===== config.mk =====
export PLATFORM = sky130hd
export DESIGN_NAME = panel_frame_scroller
export DESIGN_NICKNAME = d
export VERILOG_FILES = /design/src/rtl/panel_frame_scroller_pkg.sv /design/src/rtl/panel_frame_scroller_font_rom.sv /design/src/rtl/panel_frame_scroller.sv
export SDC_FILE = /design/constraint.sdc
export NUM_CORES = 1
export LEC_CHECK = 0
export CAP_MARGIN = 20
export CELL_PAD_IN_SITES_DETAIL_PLACEMENT = 1
export CELL_PAD_IN_SITES_GLOBAL_PLACEMENT = 2
export CORE_UTILIZATION = 40
export CTS_BUF_LIST = sky130_fd_sc_hd__clkbuf_2
export CTS_CLUSTER_DIAMETER = 30
export DETAILED_ROUTE_END_ITERATION = 10
export GPL_TIMING_DRIVEN = 1
export PLACE_DENSITY = 0.84
export SLEW_MARGIN = 20
export SYNTH_ARGS = -nofsm -noshare
export SYNTH_HDL_FRONTEND = slang
export SYNTH_SLANG_ARGS = --single-unit

===== constraint.sdc =====
create_clock -name clk -period 4.47 [get_ports clk]
set_input_delay 0.6705 -clock clk [delete_from_list [all_inputs] [get_ports clk]]
set_output_delay 0.6705 -clock clk [all_outputs]
set_load 0.1 [all_outputs]

===== src/rtl/panel_frame_scroller_pkg.sv =====
// Shared constants and types for the LED panel frame scroller.
package panel_pkg;

  typedef enum logic [1:0] {
    MODE_OFF    = 2'b00,
    MODE_LEFT   = 2'b01,
    MODE_RIGHT  = 2'b10,
    MODE_STATIC = 2'b11
  } mode_e;

  localparam logic [5:0] CH_0     = 6'd0;
  localparam logic [5:0] CH_A     = 6'd10;
  localparam logic [5:0] CH_SPACE = 6'd36;

  localparam int ROWS    = 5;
  localparam int COLS    = 7;
  localparam int GLYPH_W = 5;
  localparam int GAP_W   = 1;
  localparam int FRAME_W = ROWS * COLS;

  typedef logic [ROWS-1:0] glyph_col_t;

endpackage


===== src/rtl/panel_frame_scroller_font_rom.sv =====
// 5x5 font: (code, column) -> one glyph column, bit r = row r (0 = top).
// Column 5 (inter-character gap), SPACE and codes 37..63 return an empty column.
module font_rom
  import panel_pkg::*;
(
  input  logic [5:0]  i_code,
  input  logic [2:0]  i_col,
  output glyph_col_t  o_col
);

  // Glyph rows packed top row first; within a row the MSB is the leftmost column.
  logic [24:0] w_rows;
  logic [4:0]  w_row [ROWS];

  always_comb begin
    w_rows = '0;
    case (i_code)
      6'd0:  w_rows = 25'b01110_10011_10101_11001_01110;
      6'd1:  w_rows = 25'b00100_01100_00100_00100_01110;
      6'd2:  w_rows = 25'b11110_00001_01110_10000_11111;
      6'd3:  w_rows = 25'b11110_00001_00110_00001_11110;
      6'd4:  w_rows = 25'b10010_10010_11111_00010_00010;
      6'd5:  w_rows = 25'b11111_10000_11110_00001_11110;
      6'd6:  w_rows = 25'b01110_10000_11110_10001_01110;
      6'd7:  w_rows = 25'b11111_00010_00100_01000_01000;
      6'd8:  w_rows = 25'b01110_10001_01110_10001_01110;
      6'd9:  w_rows = 25'b01110_10001_01111_00001_01110;
      6'd10: w_rows = 25'b01110_10001_11111_10001_10001;
      6'd11: w_rows = 25'b11110_10001_11110_10001_11110;
      6'd12: w_rows = 25'b01111_10000_10000_10000_01111;
      6'd13: w_rows = 25'b11110_10001_10001_10001_11110;
      6'd14: w_rows = 25'b11111_10000_11110_10000_11111;
      6'd15: w_rows = 25'b11111_10000_11110_10000_10000;
      6'd16: w_rows = 25'b01111_10000_10011_10001_01111;
      6'd17: w_rows = 25'b10001_10001_11111_10001_10001;
      6'd18: w_rows = 25'b11111_00100_00100_00100_11111;
      6'd19: w_rows = 25'b00111_00010_00010_10010_01100;
      6'd20: w_rows = 25'b10010_10100_11000_10100_10010;
      6'd21: w_rows = 25'b10000_10000_10000_10000_11111;
      6'd22: w_rows = 25'b10001_11011_10101_10001_10001;
      6'd23: w_rows = 25'b10001_11001_10101_10011_10001;
      6'd24: w_rows = 25'b01110_10001_10001_10001_01110;
      6'd25: w_rows = 25'b11110_10001_11110_10000_10000;
      6'd26: w_rows = 25'b01110_10001_10101_10010_01101;
      6'd27: w_rows = 25'b11110_10001_11110_10100_10010;
      6'd28: w_rows = 25'b01111_10000_01110_00001_11110;
      6'd29: w_rows = 25'b11111_00100_00100_00100_00100;
      6'd30: w_rows = 25'b10001_10001_10001_10001_01110;
      6'd31: w_rows = 25'b10001_10001_10001_01010_00100;
      6'd32: w_rows = 25'b10001_10001_10101_11011_10001;
      6'd33: w_rows = 25'b10001_01010_00100_01010_10001;
      6'd34: w_rows = 25'b10001_01010_00100_00100_00100;
      6'd35: w_rows = 25'b11111_00010_00100_01000_11111;
      default: w_rows = '0;
    endcase
  end

  always_comb begin
    o_col = '0;
    for (int r = 0; r < ROWS; r++) begin
      w_row[r] = w_rows[(ROWS-1-r)*GLYPH_W +: GLYPH_W];
      if (i_col < 3'(GLYPH_W))
        o_col[r] = w_row[r][3'd4 - i_col];
    end
  end

endmodule


===== src/rtl/panel_frame_scroller.sv =====
// Scrolls buffered characters through a 5x7 frame one column per tick; PANEL_BLINK_EN adds static-mode blinking.
// Frame changes one cycle after a scroll tick or mode change; there is no backpressure (frame_upd is a pulse).
module panel_frame_scroller
  import panel_pkg::*;
#(
  parameter int MSG_LEN     = 8,
  parameter int TICK_DIV    = 2500000,
  parameter int BLINK_TICKS = 4
) (
  input  logic                       clk,
  input  logic                       rst_n,
  input  logic                       ch1,
  input  logic                       ch0,
  input  logic                       wr_en,
  input  logic [$clog2(MSG_LEN)-1:0] wr_addr,
  input  logic [5:0]                 wr_char,
  output logic [FRAME_W-1:0]         frame,
  output logic                       frame_upd
);

  localparam int         AW       = $clog2(MSG_LEN);
  localparam int         PW       = $clog2(TICK_DIV);
  localparam logic [2:0] LAST_COL = 3'(GLYPH_W + GAP_W - 1);

  if (MSG_LEN < 2 || MSG_LEN > 16 || TICK_DIV < 2 || BLINK_TICKS < 1) begin : g_bad_params
    $error("panel_frame_scroller: parameter out of range");
  end

  mode_e              r_mode, w_mode_in, w_mode_nxt;
  logic               w_mode_chg, w_tick, w_shift_l, w_shift_r, w_blink_tgl, w_upd_nxt;
  logic [5:0]         r_buf [MSG_LEN];
  logic [FRAME_W-1:0] r_frame, w_shl, w_shr;
  logic [PW-1:0]      r_presc;
  logic [AW-1:0]      r_char;
  logic [2:0]         r_col;
  logic               r_upd;
  logic [5:0]         w_code;
  glyph_col_t         w_glyph;

  assign w_mode_in  = mode_e'({ch1, ch0});
  assign w_mode_chg = (w_mode_in != r_mode);
  assign w_tick     = (r_mode != MODE_OFF) && (r_presc == PW'(TICK_DIV - 1));
  assign w_code     = r_buf[r_char];

  font_rom u_font (
    .i_code (w_code),
    .i_col  (r_col),
    .o_col  (w_glyph)
  );

  always_ff @(posedge clk or negedge rst_n) begin
    if (!rst_n) r_mode <= MODE_OFF;
    else        r_mode <= w_mode_nxt;
  end

  always_comb begin
    w_mode_nxt = r_mode;
    if (w_mode_chg) w_mode_nxt = w_mode_in;
  end

  // A mode change wins over a coincident tick: the frame is cleared, not shifted.
  always_comb begin
    w_shift_l = w_tick && !w_mode_chg && (r_mode == MODE_LEFT);
    w_shift_r = w_tick && !w_mode_chg && (r_mode == MODE_RIGHT);
    w_upd_nxt = w_mode_chg || w_shift_l || w_shift_r || w_blink_tgl;
  end

  always_comb begin
    w_shl = '0;
    w_shr = '0;
    for (int r = 0; r < ROWS; r++) begin
      for (int c = 0; c < COLS-1; c++) begin
        w_shl[r*COLS + c]     = r_frame[r*COLS + c + 1];
        w_shr[r*COLS + c + 1] = r_frame[r*COLS + c];
      end
      w_shl[r*COLS + COLS-1] = w_glyph[r];
      w_shr[r*COLS]          = w_glyph[r];
    end
  end

  always_ff @(posedge clk or negedge rst_n) begin
    if (!rst_n) begin
      for (int i = 0; i < MSG_LEN; i++) r_buf[i] <= CH_SPACE;
      r_frame <= '0;
      r_presc <= '0;
      r_char  <= '0;
      r_col   <= '0;
      r_upd   <= 1'b0;
    end else begin
      if (wr_en && (int'(wr_addr) < MSG_LEN)) r_buf[wr_addr] <= wr_char;
      r_upd <= w_upd_nxt;
      if (w_mode_chg) begin
        r_frame <= '0;
        r_presc <= '0;
        if (w_mode_in == MODE_LEFT) begin
          r_char <= '0;
          r_col  <= '0;
        end else if (w_mode_in == MODE_RIGHT) begin
          r_char <= AW'(MSG_LEN - 1);
          r_col  <= LAST_COL;
        end
      end else begin
        if (r_mode == MODE_OFF || w_tick) r_presc <= '0;
        else                              r_presc <= r_presc + PW'(1);
        if (w_shift_l) begin
          r_frame <= w_shl;
          if (r_col == LAST_COL) begin
            r_col  <= '0;
            r_char <= (r_char == AW'(MSG_LEN - 1)) ? '0 : r_char + AW'(1);
          end else begin
            r_col  <= r_col + 3'd1;
          end
        end else if (w_shift_r) begin
          r_frame <= w_shr;
          if (r_col == 3'd0) begin
            r_col  <= LAST_COL;
            r_char <= (r_char == '0) ? AW'(MSG_LEN - 1) : r_char - AW'(1);
          end else begin
            r_col  <= r_col - 3'd1;
          end
        end
      end
    end
  end

`ifdef PANEL_BLINK_EN
  localparam int BW = $clog2(BLINK_TICKS + 1);
  logic [BW-1:0] r_bcnt;
  logic          r_blank;

  assign w_blink_tgl = w_tick && !w_mode_chg && (r_mode == MODE_STATIC)
                       && (r_bcnt == BW'(BLINK_TICKS - 1));

  always_ff @(posedge clk or negedge rst_n) begin
    if (!rst_n) begin
      r_bcnt  <= '0;
      r_blank <= 1'b0;
    end else if (w_mode_chg) begin
      r_bcnt  <= '0;
      r_blank <= 1'b0;
    end else if (w_tick && r_mode == MODE_STATIC) begin
      if (w_blink_tgl) begin
        r_bcnt  <= '0;
        r_blank <= ~r_blank;
      end else begin
        r_bcnt  <= r_bcnt + BW'(1);
      end
    end
  end

  assign frame = r_blank ? '0 : r_frame;
`else
  assign w_blink_tgl = 1'b0;
  assign frame       = r_frame;
`endif

  assign frame_upd = r_upd;

endmodule


---- Word level (Yosys, flattened, before mapping) ----
Memories as Yosys holds them, arrays and structs flattened.
Cells that the tools add are included.
cells by class
  reductions and logical operators ........ 17
  equal/unequal tests ..................... 10
  multiply operators ...................... 0
  divide/modulo/power cells ............... 0
  magnitude comparators ................... 5
  multiplexer cells ....................... 42
  shift-type cells ........................ 0
  bitwise operators ....................... 2
  $add $sub $neg .......................... 6
operators with widths
  kind                                                       count
  two-way mux 35 bit                                         3
  bitwise mux 48 bit                                         1
  two-way mux 3 bit                                          16
  two-way mux 22 bit                                         2
  adder 22 x 1 -> 22 bit (second input constant)             1
  == test 22 bit (second input constant)                     1
  binary-select mux 6 bit (select 3 bit)                     1
  demux 6 bit (select 3 bit)                                 1
  two-way mux 6 bit                                          3
  binary-select mux 1 bit (select 3 bit)                     5
  two-way mux 1 bit                                          10
  greater-or-equal comparator 4 bit (second input constant)  2
  inverter 3 -> 4 bit                                        2
  adder 3 x 1 -> 3 bit (second input constant)               2
  == test 3 bit (second input constant)                      2
  zero test 3 bit                                            2
  nonzero test 3 bit                                         2
  subtractor 3 x 1 -> 3 bit (second input constant)          2
  logical AND 1 bit                                          5
  == test 2 x 1 -> 1 bit (second input constant)             2
  == test 2 bit (second input constant)                      2
  < comparator 3 x 4 -> 1 bit (second input constant)        1
  < comparator 4 x 1 -> 1 bit (second input constant)        1
  AND reduction 4 bit                                        1
  other kinds (10)                                           12
storage, ports and cells
  register bits ........................... 114
  memories ................................ 1
  ROM bits ................................ 1600
  output and inout port bits .............. 36
  bits in latches ......................... 0
  bits in writable memories ............... 0
  input port bits ......................... 14
memories
  name              depth  bits a word  rd ports  clocked after memory_dff  write ports  RTL line                             source
  (name not given)  64     25           1         0                         0            panel_frame_scroller_font_rom.sv:17  case (i_code)

---- Logic depth before layout (Yosys ltp) ----
Gate-level depths: netlist of the first run.
An unclocked memory read counts as a cell.
  depth in word-level cells ............... 11
  mapped depth ............................ 13
  mapped depth without buffers ............ 10

---- Cells and area by module ----
A second synthesis of the first run with hierarchy kept.
unflattened totals
  cells, all modules ...................... 697
  area total of the unflattened synthesis .. 7089.3 µm²
by module, submodules not included
  module                area an instance (µm²)  seq. area each (µm²)  cells an instance  times used
  panel_frame_scroller  5479.0                  2872.8                470                1
  font_rom              1610.3                  0.0                   227                1

---- Least setup slack after synthesis of the first run ----
No wires, ideal clock.
  path kind ............................... register -> register
  from .................................... register r_char[0]
  to ...................................... register r_frame[14] (netlist: frame[14])
  required time ........................... 4.376 ns
  library setup time ...................... 0.094 ns
  setup slack ............................. 1.332 ns
  arrival ................................. 3.045 ns
  cell stages (with the launch flop) ...... 12
  cell sequence ........................... dfrtp_1 > buf_6 > mux4_2 > mux2i_4 > buf_2 > buf_1 > ha_1 > a211oi_1 > a21oi_1 > a32oi_1 > or3b_1 > a221oi_2
between the ends
  word-level cells in the longest chain between the ends .. 11
ends and longest elaborated chain
  item                                                  RTL line                             source
  start: declaration                                    panel_frame_scroller.sv:34           logic [AW-1:0] r_char;
  start signal: assignment                              panel_frame_scroller.sv:99           r_char <= AW'(MSG_LEN - 1);
  start signal: assignment                              panel_frame_scroller.sv:109          r_char <= (r_char == AW'(MSG_LEN - 1)) ? '0 : r_char + AW'(1);
  start signal: assignment                              panel_frame_scroller.sv:117          r_char <= (r_char == '0) ? AW'(MSG_LEN - 1) : r_char - AW'(1);
  inverter 3 -> 4 bit (implied by the code)             panel_frame_scroller.sv:43           assign w_code = r_buf[r_char];
  binary-select mux 6 bit (select 3 bit)                panel_frame_scroller.sv:43
  two-way mux 6 bit (implied by the code) (2 in a row)  panel_frame_scroller.sv:43
  memory (64 x 25 bit)                                  n/a
  binary-select mux 1 bit (select 3 bit)                panel_frame_scroller_font_rom.sv:63  o_col[r] = w_row[r][3'd4 - i_col];
  two-way mux 1 bit (implied by the code)               panel_frame_scroller_font_rom.sv:63
  two-way mux 1 bit                                     panel_frame_scroller_font_rom.sv:62  if (i_col < 3'(GLYPH_W))
  two-way mux 35 bit                                    panel_frame_scroller.sv:113          end else if (w_shift_r) begin
  two-way mux 35 bit                                    panel_frame_scroller.sv:105          if (w_shift_l) begin
  two-way mux 35 bit                                    panel_frame_scroller.sv:92           if (w_mode_chg) begin
  end signal: assignment                                panel_frame_scroller.sv:106          r_frame <= w_shl;
  end signal: assignment                                panel_frame_scroller.sv:114          r_frame <= w_shr;
  end: declaration                                      panel_frame_scroller.sv:32           logic [FRAME_W-1:0] r_frame, w_shl, w_shr;
Every way passes these cells. The select of a mux whose other input is x is not followed.
A chain may end at the register's enable or synchronous reset.

---- Worst setup path after layout of the first run ----
Same ends and word-level chain as after synthesis.

==> summary by stage, run 1 <==
Global route
The via count of the first global-routing pass is about 6,200. The initial antenna violation count is 0. The maximum number of pins on one net before global-route repair is slightly below 80. Global routing used 24.63% of the available tracks across all layers. The remaining global-route overflow is 0. The global-route wire length before repair is 34,400 microns.

Finish
In the final design database the tool counted 778 nets. The filler cell count is about 1,900. The area of the multi-input gates is roughly 3800 sq um. The sequential cells in the finished layout cover a total of 2873 sq um.

The post-route netlist has approximately a fifth of its cells at a drive strength greater than 1. The repair_antennas step left the layout with diodes totalling 0. Relative to the synthesized area, the layout overhead comes to 14.21%.

Power and ir drop
Summed over all nets, the switching power comes to 2608 uW. Sequential cells account for 25.9% of the total power. In this run the static leakage power is ~0.0032 uW. The share of total power dissipated in the clock network is between 15 and 20%. In this run, the combinational gates consume between 50% and 60% of the power.

The switching share of power is between 40% and 50%. The internal power is approximately 2600 uW. IR analysis of the VDD net gives a maximum drop of 0.0003527 V. For this design the ratio of total power to cell area is roughly 660 nW/um^2.

Synthesis
The share of the yosys chip area belonging to registers is approximately two fifths. The number of unique standard cell types used by synthesis is 72. The total standard cell area after synthesis is 6963 sq um. The library cell with the largest summed area after synthesis is sky130_fd_sc_hd__dfrtp_1. Counting every instance in the synthesized netlist gives 701.

Ranked by total cell area, the synthesized netlist is headed by sky130_fd_sc_hd__dfrtp_1, sky130_fd_sc_hd__mux2_2, sky130_fd_sc_hd__dfstp_2, sky130_fd_sc_hd__ha_1, sky130_fd_sc_hd__nor2_1. Yosys printed 0 warnings. The number of enable flip-flop cells after synthesis is 0. The most instantiated flip-flop cell in the synthesis netlist is sky130_fd_sc_hd__dfrtp_1.

When the netlist entered floorplanning its net count stood at ~740. The average size of a mapped cell is around 10 sq um. The share of synthesized registers carrying an async set or reset is 100.0%. The share of synthesized area in the top cell type comes to 35.22%.

The synthesized design contains ~110 register bits.

Placed design
The wire-length estimate of the detail-placed layout is about 14,000 microns. At the end of routability-driven placement, the weighted congestion stood at between 0.9 and 1. The count of input and output buffers is 49. The worst slack at placement is 0.5130 ns.

Floorplanning
The number of top-level design ports is 50. The die is between 100 and 150 microns wide. The starting density of the core is between 40% and 50%. The initialized floorplan defines 47 standard-cell rows.

The floorplan die height is ~130 microns. The full die area is 17,940 sq um. The core box area is 16,760 sq um.

Worst hold path
The class of the worst hold path is in -> async.

Critical path
Counting both buffers and inverters, the worst setup path holds a total of 1. The cell type of the slowest stage on the worst timing path is sky130_fd_sc_hd__dfrtp_1. The nature of the critical path startpoint is a register. Walking the worst path, the cells encountered are mux4_2, mux2i_4, ha_1, inv_1, mux2i_1, o21ai_1, a21oi_1, o211ai_1, or3b_1, a221oi_2.

The critical path is of the reg -> reg type. The element type at the critical path end is a register. The cell depth of the worst flop-to-flop path is 10. The required time at the worst-slack endpoint is between 5 and 6 ns.

The cell class contributing the biggest share of worst-path delay is multiplexers. The cell count along the critical path is 10. In this run the worst path has a maximum fanout of 14. For this run, the slowest stage of the critical path takes ~0.84 ns. The worst endpoint data arrival time is ~4.6 ns.

Flow run
The tool flagged a number of max-cap violations equal to 0.

Timing
The least setup slack across all paths after layout is about 0.55 ns. Setup repair after global routing left no endpoint under its margin. For the pin with the worst max-slew slack, the measured transition is approximately 1.1 ns.

Setup violations remaining at the end of the flow were counted as 0. The worst slew slack as a fraction of its limit is about 28%. The max-slew violation count came to 0. Between clock sinks in the finished design, the worst skew comes to roughly 0.057 ns.

The final number of hold-violating endpoints is 0. For the final routed database, the setup TNS stands at 0 ns. The routed design could run at a clock period as short as 3.919 ns. Based on the critical path, the design can be clocked at up to about 260 MHz. The final period utilization is between 80 and 90%.

Drt
The count of nets left with antenna violations after detail routing is 0. Before antenna repair, the detailed router went through 5 iterations. After detailed routing, the number of remaining DRC violations is 0. For this block, the routed nets add up to between 20,000 and 25,000 microns of wire. The number of DRC markers in iteration 0 is roughly 360. The routed layout has approximately 6,000 vias. After detailed routing, the number of vias per cell comes to slightly above 6. The mean routed wirelength per cell is approximately 21 microns.

Clocking
The clock net in this run drives a total of 114 sinks. The clock reaches the later pin of the worst-skew pair after approximately 0.73 ns. The hold-fix buffer count after cts is 0. After clock tree synthesis, the clock-pin slew on the worst setup and hold paths is approximately 0.23 ns.

The root buffer cell is sky130_fd_sc_hd__clkbuf_2. The H-tree was split into 4 levels. TritonCTS built the clock tree. The post-cts sizing count is 0. The TritonCTS buffer count is 17. The clock tree buffer depth is 2. The setup fix buffers added after clock tree synthesis is 0.

Status
The run finished with clean final reports.
==> path summary, 6_finish.rpt <==
path / from / to / slack (ns)
min in group clk: ch0 / r_mode[0] / 0.52
min reg2reg: r_buf[15] / r_buf[15] / 0.53
min: rst_n / frame_upd / 0.40
max in group asynchronous: rst_n / r_buf[47] / 2.87
max: r_char[0] / frame[14] / 0.55
max reg2reg: r_char[0] / frame[14] / 0.55
==> routing by layer <==
layer | vias to the layer above | part of all wire [%] | global-route usage, %
met1 | 3034 | 44 | 32.88
met4 | 0 | 1.9 | 8.712
met3 | 35 | 4.6 | 4.497
met2 | 161 | 49 | 40.04
li1 | 2695 | - | -
met5 | - | 0 | 0
==> synth_stat cells, types with 3 or more instances <==
master,n
sky130_fd_sc_hd__buf_6,5
sky130_fd_sc_hd__o211ai_1,6
sky130_fd_sc_hd__inv_2,3
sky130_fd_sc_hd__nand2_1,51
sky130_fd_sc_hd__and2_1,3
sky130_fd_sc_hd__nor2_1,72
sky130_fd_sc_hd__o22ai_1,27
sky130_fd_sc_hd__buf_2,12
sky130_fd_sc_hd__dfstp_2,16
sky130_fd_sc_hd__o21ai_1,8
sky130_fd_sc_hd__and3_1,7
sky130_fd_sc_hd__a31oi_1,14
sky130_fd_sc_hd__a211oi_1,10
sky130_fd_sc_hd__mux2i_4,5
sky130_fd_sc_hd__mux2i_1,10
sky130_fd_sc_hd__xor2_1,15
sky130_fd_sc_hd__nand4b_1,3
sky130_fd_sc_hd__mux4_2,12
sky130_fd_sc_hd__nand4_1,6
sky130_fd_sc_hd__nor2b_1,5
sky130_fd_sc_hd__nor3_1,13
sky130_fd_sc_hd__nor4_1,7
sky130_fd_sc_hd__clkbuf_1,32
sky130_fd_sc_hd__o31ai_1,5
sky130_fd_sc_hd__nand3_1,21
sky130_fd_sc_hd__inv_1,11
sky130_fd_sc_hd__mux2_2,50
sky130_fd_sc_hd__o21ai_0,41
sky130_fd_sc_hd__nor4b_1,3
sky130_fd_sc_hd__a21oi_1,27
sky130_fd_sc_hd__dfrtp_1,98
sky130_fd_sc_hd__o221ai_1,6
sky130_fd_sc_hd__a32oi_1,5
sky130_fd_sc_hd__xnor2_1,6
sky130_fd_sc_hd__and4_1,3
sky130_fd_sc_hd__ha_1,23
sky130_fd_sc_hd__nand2b_1,6
==> cell type report <==
type	count	area share, %
clock buffers	17	1.070
clock inverters	15	2.391
inverters	15	0.7080
multi-input cells	521	47.66
flip-flops and latches	114	36.12
well taps	220	3.461
repair buffers	72	8.590
==> worst register-to-register path: cells and delay by family (launching register included) <==
family | cells | cell delay (ns)
and+or+nand+nor | 1 | 0.46
AOI/OAI and AO/OA | 4 | 0.62
buffers and inverters | 1 | 0.17
muxes | 3 | 1.26
adders and majority gates | 1 | 0.53
DFF | 1 | 0.84
==> power groups by stage <==
stage                     registers (uW)  clock network [uW]  logic [uW]
after floorplan                     1490                   0        2040
after global placement              1360                   0        2980
after detailed placement            1380                   0        2990
after CTS                           1360                 837        3000
after global routing                1380                 871        3260
final                               1350                 814        3060
==> placed cells by master, fill, tap and decap left out, types with 8 or more instances in the layout <==
master	instances
sky130_fd_sc_hd__xor2_1	15
sky130_fd_sc_hd__nand2_1	51
sky130_fd_sc_hd__mux4_2	12
sky130_fd_sc_hd__mux2_2	50
sky130_fd_sc_hd__o21ai_1	8
sky130_fd_sc_hd__inv_1	11
sky130_fd_sc_hd__nand3_1	21
sky130_fd_sc_hd__o22ai_1	27
sky130_fd_sc_hd__nor2_1	72
sky130_fd_sc_hd__o21ai_0	41
sky130_fd_sc_hd__a211oi_1	10
sky130_fd_sc_hd__ha_1	23
sky130_fd_sc_hd__nor3_1	13
sky130_fd_sc_hd__a31oi_1	14
sky130_fd_sc_hd__dfstp_2	16
sky130_fd_sc_hd__a21oi_1	27
sky130_fd_sc_hd__buf_4	22
sky130_fd_sc_hd__clkbuf_2	17
sky130_fd_sc_hd__clkdlybuf4s50_1	48
sky130_fd_sc_hd__dfrtp_1	98
sky130_fd_sc_hd__mux2i_1	10
==> registers in the layout (all words and copies together) (netlist names) <==
register and flops:
r_buf 48, frame 35, r_presc 22, r_char 3
r_col 3, r_mode 2, frame_upd 1
==> metrics by stage <==
| step | cells | hold slack, ns | utilization (%) | cell area, sq um | total power [uW] |
|---|---|---|---|---|---|
| floorplan | 701 | 0.3749 | - | 6963 | 3528 |
| detailed placement | 940 | 0.4937 | 45.58 | 7640 | 4369 |
| CTS | 972 | 0.02896 | 47.23 | 7915 | 5195 |
| finish | 974 | 0.3970 | 47.45 | 7953 | 5224 |
| global placement | 940 | 0.4821 | 45.58 | 7640 | 4335 |
| global route | 974 | 0.3510 | 47.45 | 7953 | 5513 |
==> logic make-up after synthesis <==
group	after synthesis	share of synthesized area, %
multiplexers	79	15.44
flip-flops	114	41.26
AO/OA/AOI/OAI	187	17.79
XOR/XNOR	21	2.642
adder cells (fa/ha/maj)	23	4.133
AND/OR/NAND/NOR	211	14.43
buffers and inverters	66	4.313
No activity file was read; power rests on OpenSTA's default activity.
==> run 2: changes to the inputs <==
HOLD_SLACK_MARGIN = 0.08   (was not set)
==> summary by stage, run 2 (synthesized netlist as in run 1, its figures left out) <==
Placed design
The cell total after placement is between 900 and 1,000. In this run the tool buffered the top-level ports with between 40 and 50 buffer cells. At the end of routability-driven placement, the weighted congestion stood at approximately 0.94.

The HPWL after detailed placement is ~14,000 microns. The worst slack at placement is slightly above 0.5 ns.

Clocking
For the worst-skew pair, the clock arrives at the later sink with an insertion delay of ~0.74 ns. In this run, CTS created clock tree buffers numbering 17. Post-CTS repair changed the size of 0 cells.

The deepest level of the CTS H-tree is 4. The tree built by TritonCTS fans out to between 100 and 150 sinks. The root buffer cell is sky130_fd_sc_hd__clkbuf_2. The clock passes through at most 2 buffers. TritonCTS built the clock tree. The clock slew seen by the registers of the worst setup and hold paths is approximately 0.21 ns.

Timing
Dividing the final minimum period by the clock period gives roughly 88%. Setup violations remaining at the end of the flow were counted as 0. The least setup slack across all paths after layout is 0.5382 ns. The worst clock skew is approximately 0.062 ns. For the finished layout, the period the worst path requires is between 3 and 4 ns. The final setup TNS is 0 ns. Setup repair after global routing left no endpoint under its margin.

The max-slew violation count came to 0. The worst-case hold slack is around 0.48 ns. At the pin with the least slew margin, the transition time is around 1.1 ns. The final number of hold-violating endpoints is 0.

The maximum frequency from static timing analysis is approximately 250 MHz. The worst slew slack as a fraction of its limit is a little over a quarter.

Critical path
The cell depth of the worst flop-to-flop path is 10. The required time at the worst-slack endpoint is roughly 5.1 ns. The capture point of the worst reg-to-reg path is frame[14]. The nature of the critical path startpoint is a register. The most critical setup path has its startpoint at r_char[0]. The worst setup path is captured at a register. Following the worst setup path forward leads to its endpoint at frame[14]. Data on the critical path arrives at its endpoint at 4.59 ns. Setup slack on the worst reg-to-reg path comes out at ~0.54 ns. The maximum fanout along the worst path is 14. The launching point of the worst reg2reg path is r_char[0]. The critical setup path kind is reg -> reg.

Global route
The initial antenna violation count came to 0. The first global-routing pass estimated around 34,000 microns of wire. The overall global routing resource usage is 24.65%. Entering global routing, the biggest net connects between 70 and 80 pins. The via count of the first global-routing pass is between 6,000 and 7,000. The remaining global-route overflow is 0.

Drt
The routed layout has about 5,900 vias. The average vias per placed instance is about 6.1. After the first detailed-routing iteration, the DRC count stood at approximately 380.

The detail route stage leaves a number of antenna-violating nets equal to 0. The first TritonRoute pass finished after 5 iterations. Dividing the detail-routed wire length by the instance count gives 21.25 microns. The total DRC errors in the routed layout is 0. The post-detailed-routing wire length is 20,680 microns.

Finish
The layout has roughly 1,900 filler cells. The register with the most flip-flops in the layout has 48 of them. The largest register by flop count is r_buf.

After the last flow step, the layout net total stands at about 780. The finished layout holds between 900 and 1,000 standard cells, fillers aside. The layout cell share with drive strength beyond 1 is 19.52%. The layout-stage area growth over the synthesis result is 13.87%. The final core area utilization is about 47%. Leaving out fill and tap cells, the most frequent cell in the layout is sky130_fd_sc_hd__dfrtp_1. The repair_antennas step left the layout with diodes totalling 0. In the layout the commonest cells are sky130_fd_sc_hd__dfrtp_1, sky130_fd_sc_hd__nor2_1, sky130_fd_sc_hd__nand2_1, sky130_fd_sc_hd__mux2_2, sky130_fd_sc_hd__clkdlybuf4s50_1.

Floorplanning
The starting density of the core is about two fifths. The floorplan die height is 133.9 microns. The floorplan has 47 rows. In this run the standard cell core region covers ~17,000 sq um. Pin placement for this block handled 50 I/O pins. The full die area is about 18,000 sq um. The die boundary width is between 100 and 150 microns.

Power and ir drop
The static leakage is 0.003167 uW. Across the VDD grid, the largest voltage drop is 0.0003517 V. In this run the power density over the cells is around 660 nW/um^2.

Status
The flow ran to the end, and the final reports show no timing, DRC or antenna violations.

Flow run
Across the run, the number of max-cap violations was 0.

Worst hold path
The class of the worst hold path is in -> async.
run 2: changes by cell type in the layout (fill, tap and decap cells not counted):
| cell | change |
|---|---|
| sky130_fd_sc_hd__buf_16 | -1 |
| sky130_fd_sc_hd__buf_6 | +1 |
| sky130_fd_sc_hd__buf_4 | -1 |
run 2: layer usage:
metal	GRT usage [%]	routed length [microns]	up-vias
met4	8.712	395	0
met5	0	0	-
met2	40.10	10130	181
met1	32.88	9111	3001
li1	-	-	2693
met3	4.497	1043	31
run 2: repair_timing:
| action | CTS | global route |
|---|---|---|
| setup buffers | 0 | 0 |
| endpoints found under the hold margin | 14 | 0 |
| hold buffers | 1 | 0 |
run 2: worst min path at each step:
stage / slack, ns / cells past startpoint / to
6_report: 0.48 / 2 / frame[12]
5_1_grt: 0.46 / 1 / r_mode[0]
4_1_cts: 0.45 / 1 / r_mode[0]
3_5_place_dp: 0.49 / 1 / r_buf[13]
3_3_place_gp: 0.48 / 1 / r_buf[0]
2_1_floorplan: 0.37 / 0 / frame[0]
run 2: critical path, cell delays in order (launching register included):
cell	delay (ns)
sky130_fd_sc_hd__dfrtp_1	0.84
sky130_fd_sc_hd__mux4_2	0.63
sky130_fd_sc_hd__mux2i_4	0.43
sky130_fd_sc_hd__ha_1	0.53
sky130_fd_sc_hd__inv_1	0.17
sky130_fd_sc_hd__mux2i_1	0.20
sky130_fd_sc_hd__o21ai_1	0.09
sky130_fd_sc_hd__a21oi_1	0.19
sky130_fd_sc_hd__o211ai_1	0.09
sky130_fd_sc_hd__or3b_1	0.46
sky130_fd_sc_hd__a221oi_2	0.24
run 2: cell type report:
cell class,instances,area (sq um),area share [%]
Clock buffer,17,85.08,1.073
Multi-Input combinational cell,521,3790,47.80
Inverter,15,56.30,0.7101
Clock inverter,15,190.2,2.399
Timing Repair Buffer,71,659.4,8.316
Sequential cell,114,2873,36.23
Tap cell,220,275.3,3.472
run 2: stage by stage:
step | power, uW | cell area, sq um
after floorplan | 3528 | 6963
after global placement | 4335 | 7640
after detailed placement | 4369 | 7640
after CTS | 5196 | 7925
after global routing | 5510 | 7929
final | 5224 | 7929
run 2: report_power, final:
part	internal, uW	leakage [uW]	switching [uW]	total, uW
clock network	363	0.000153	452	815
registers	1190	0.00143	162	1350
logic	1060	0.00159	2000	3060
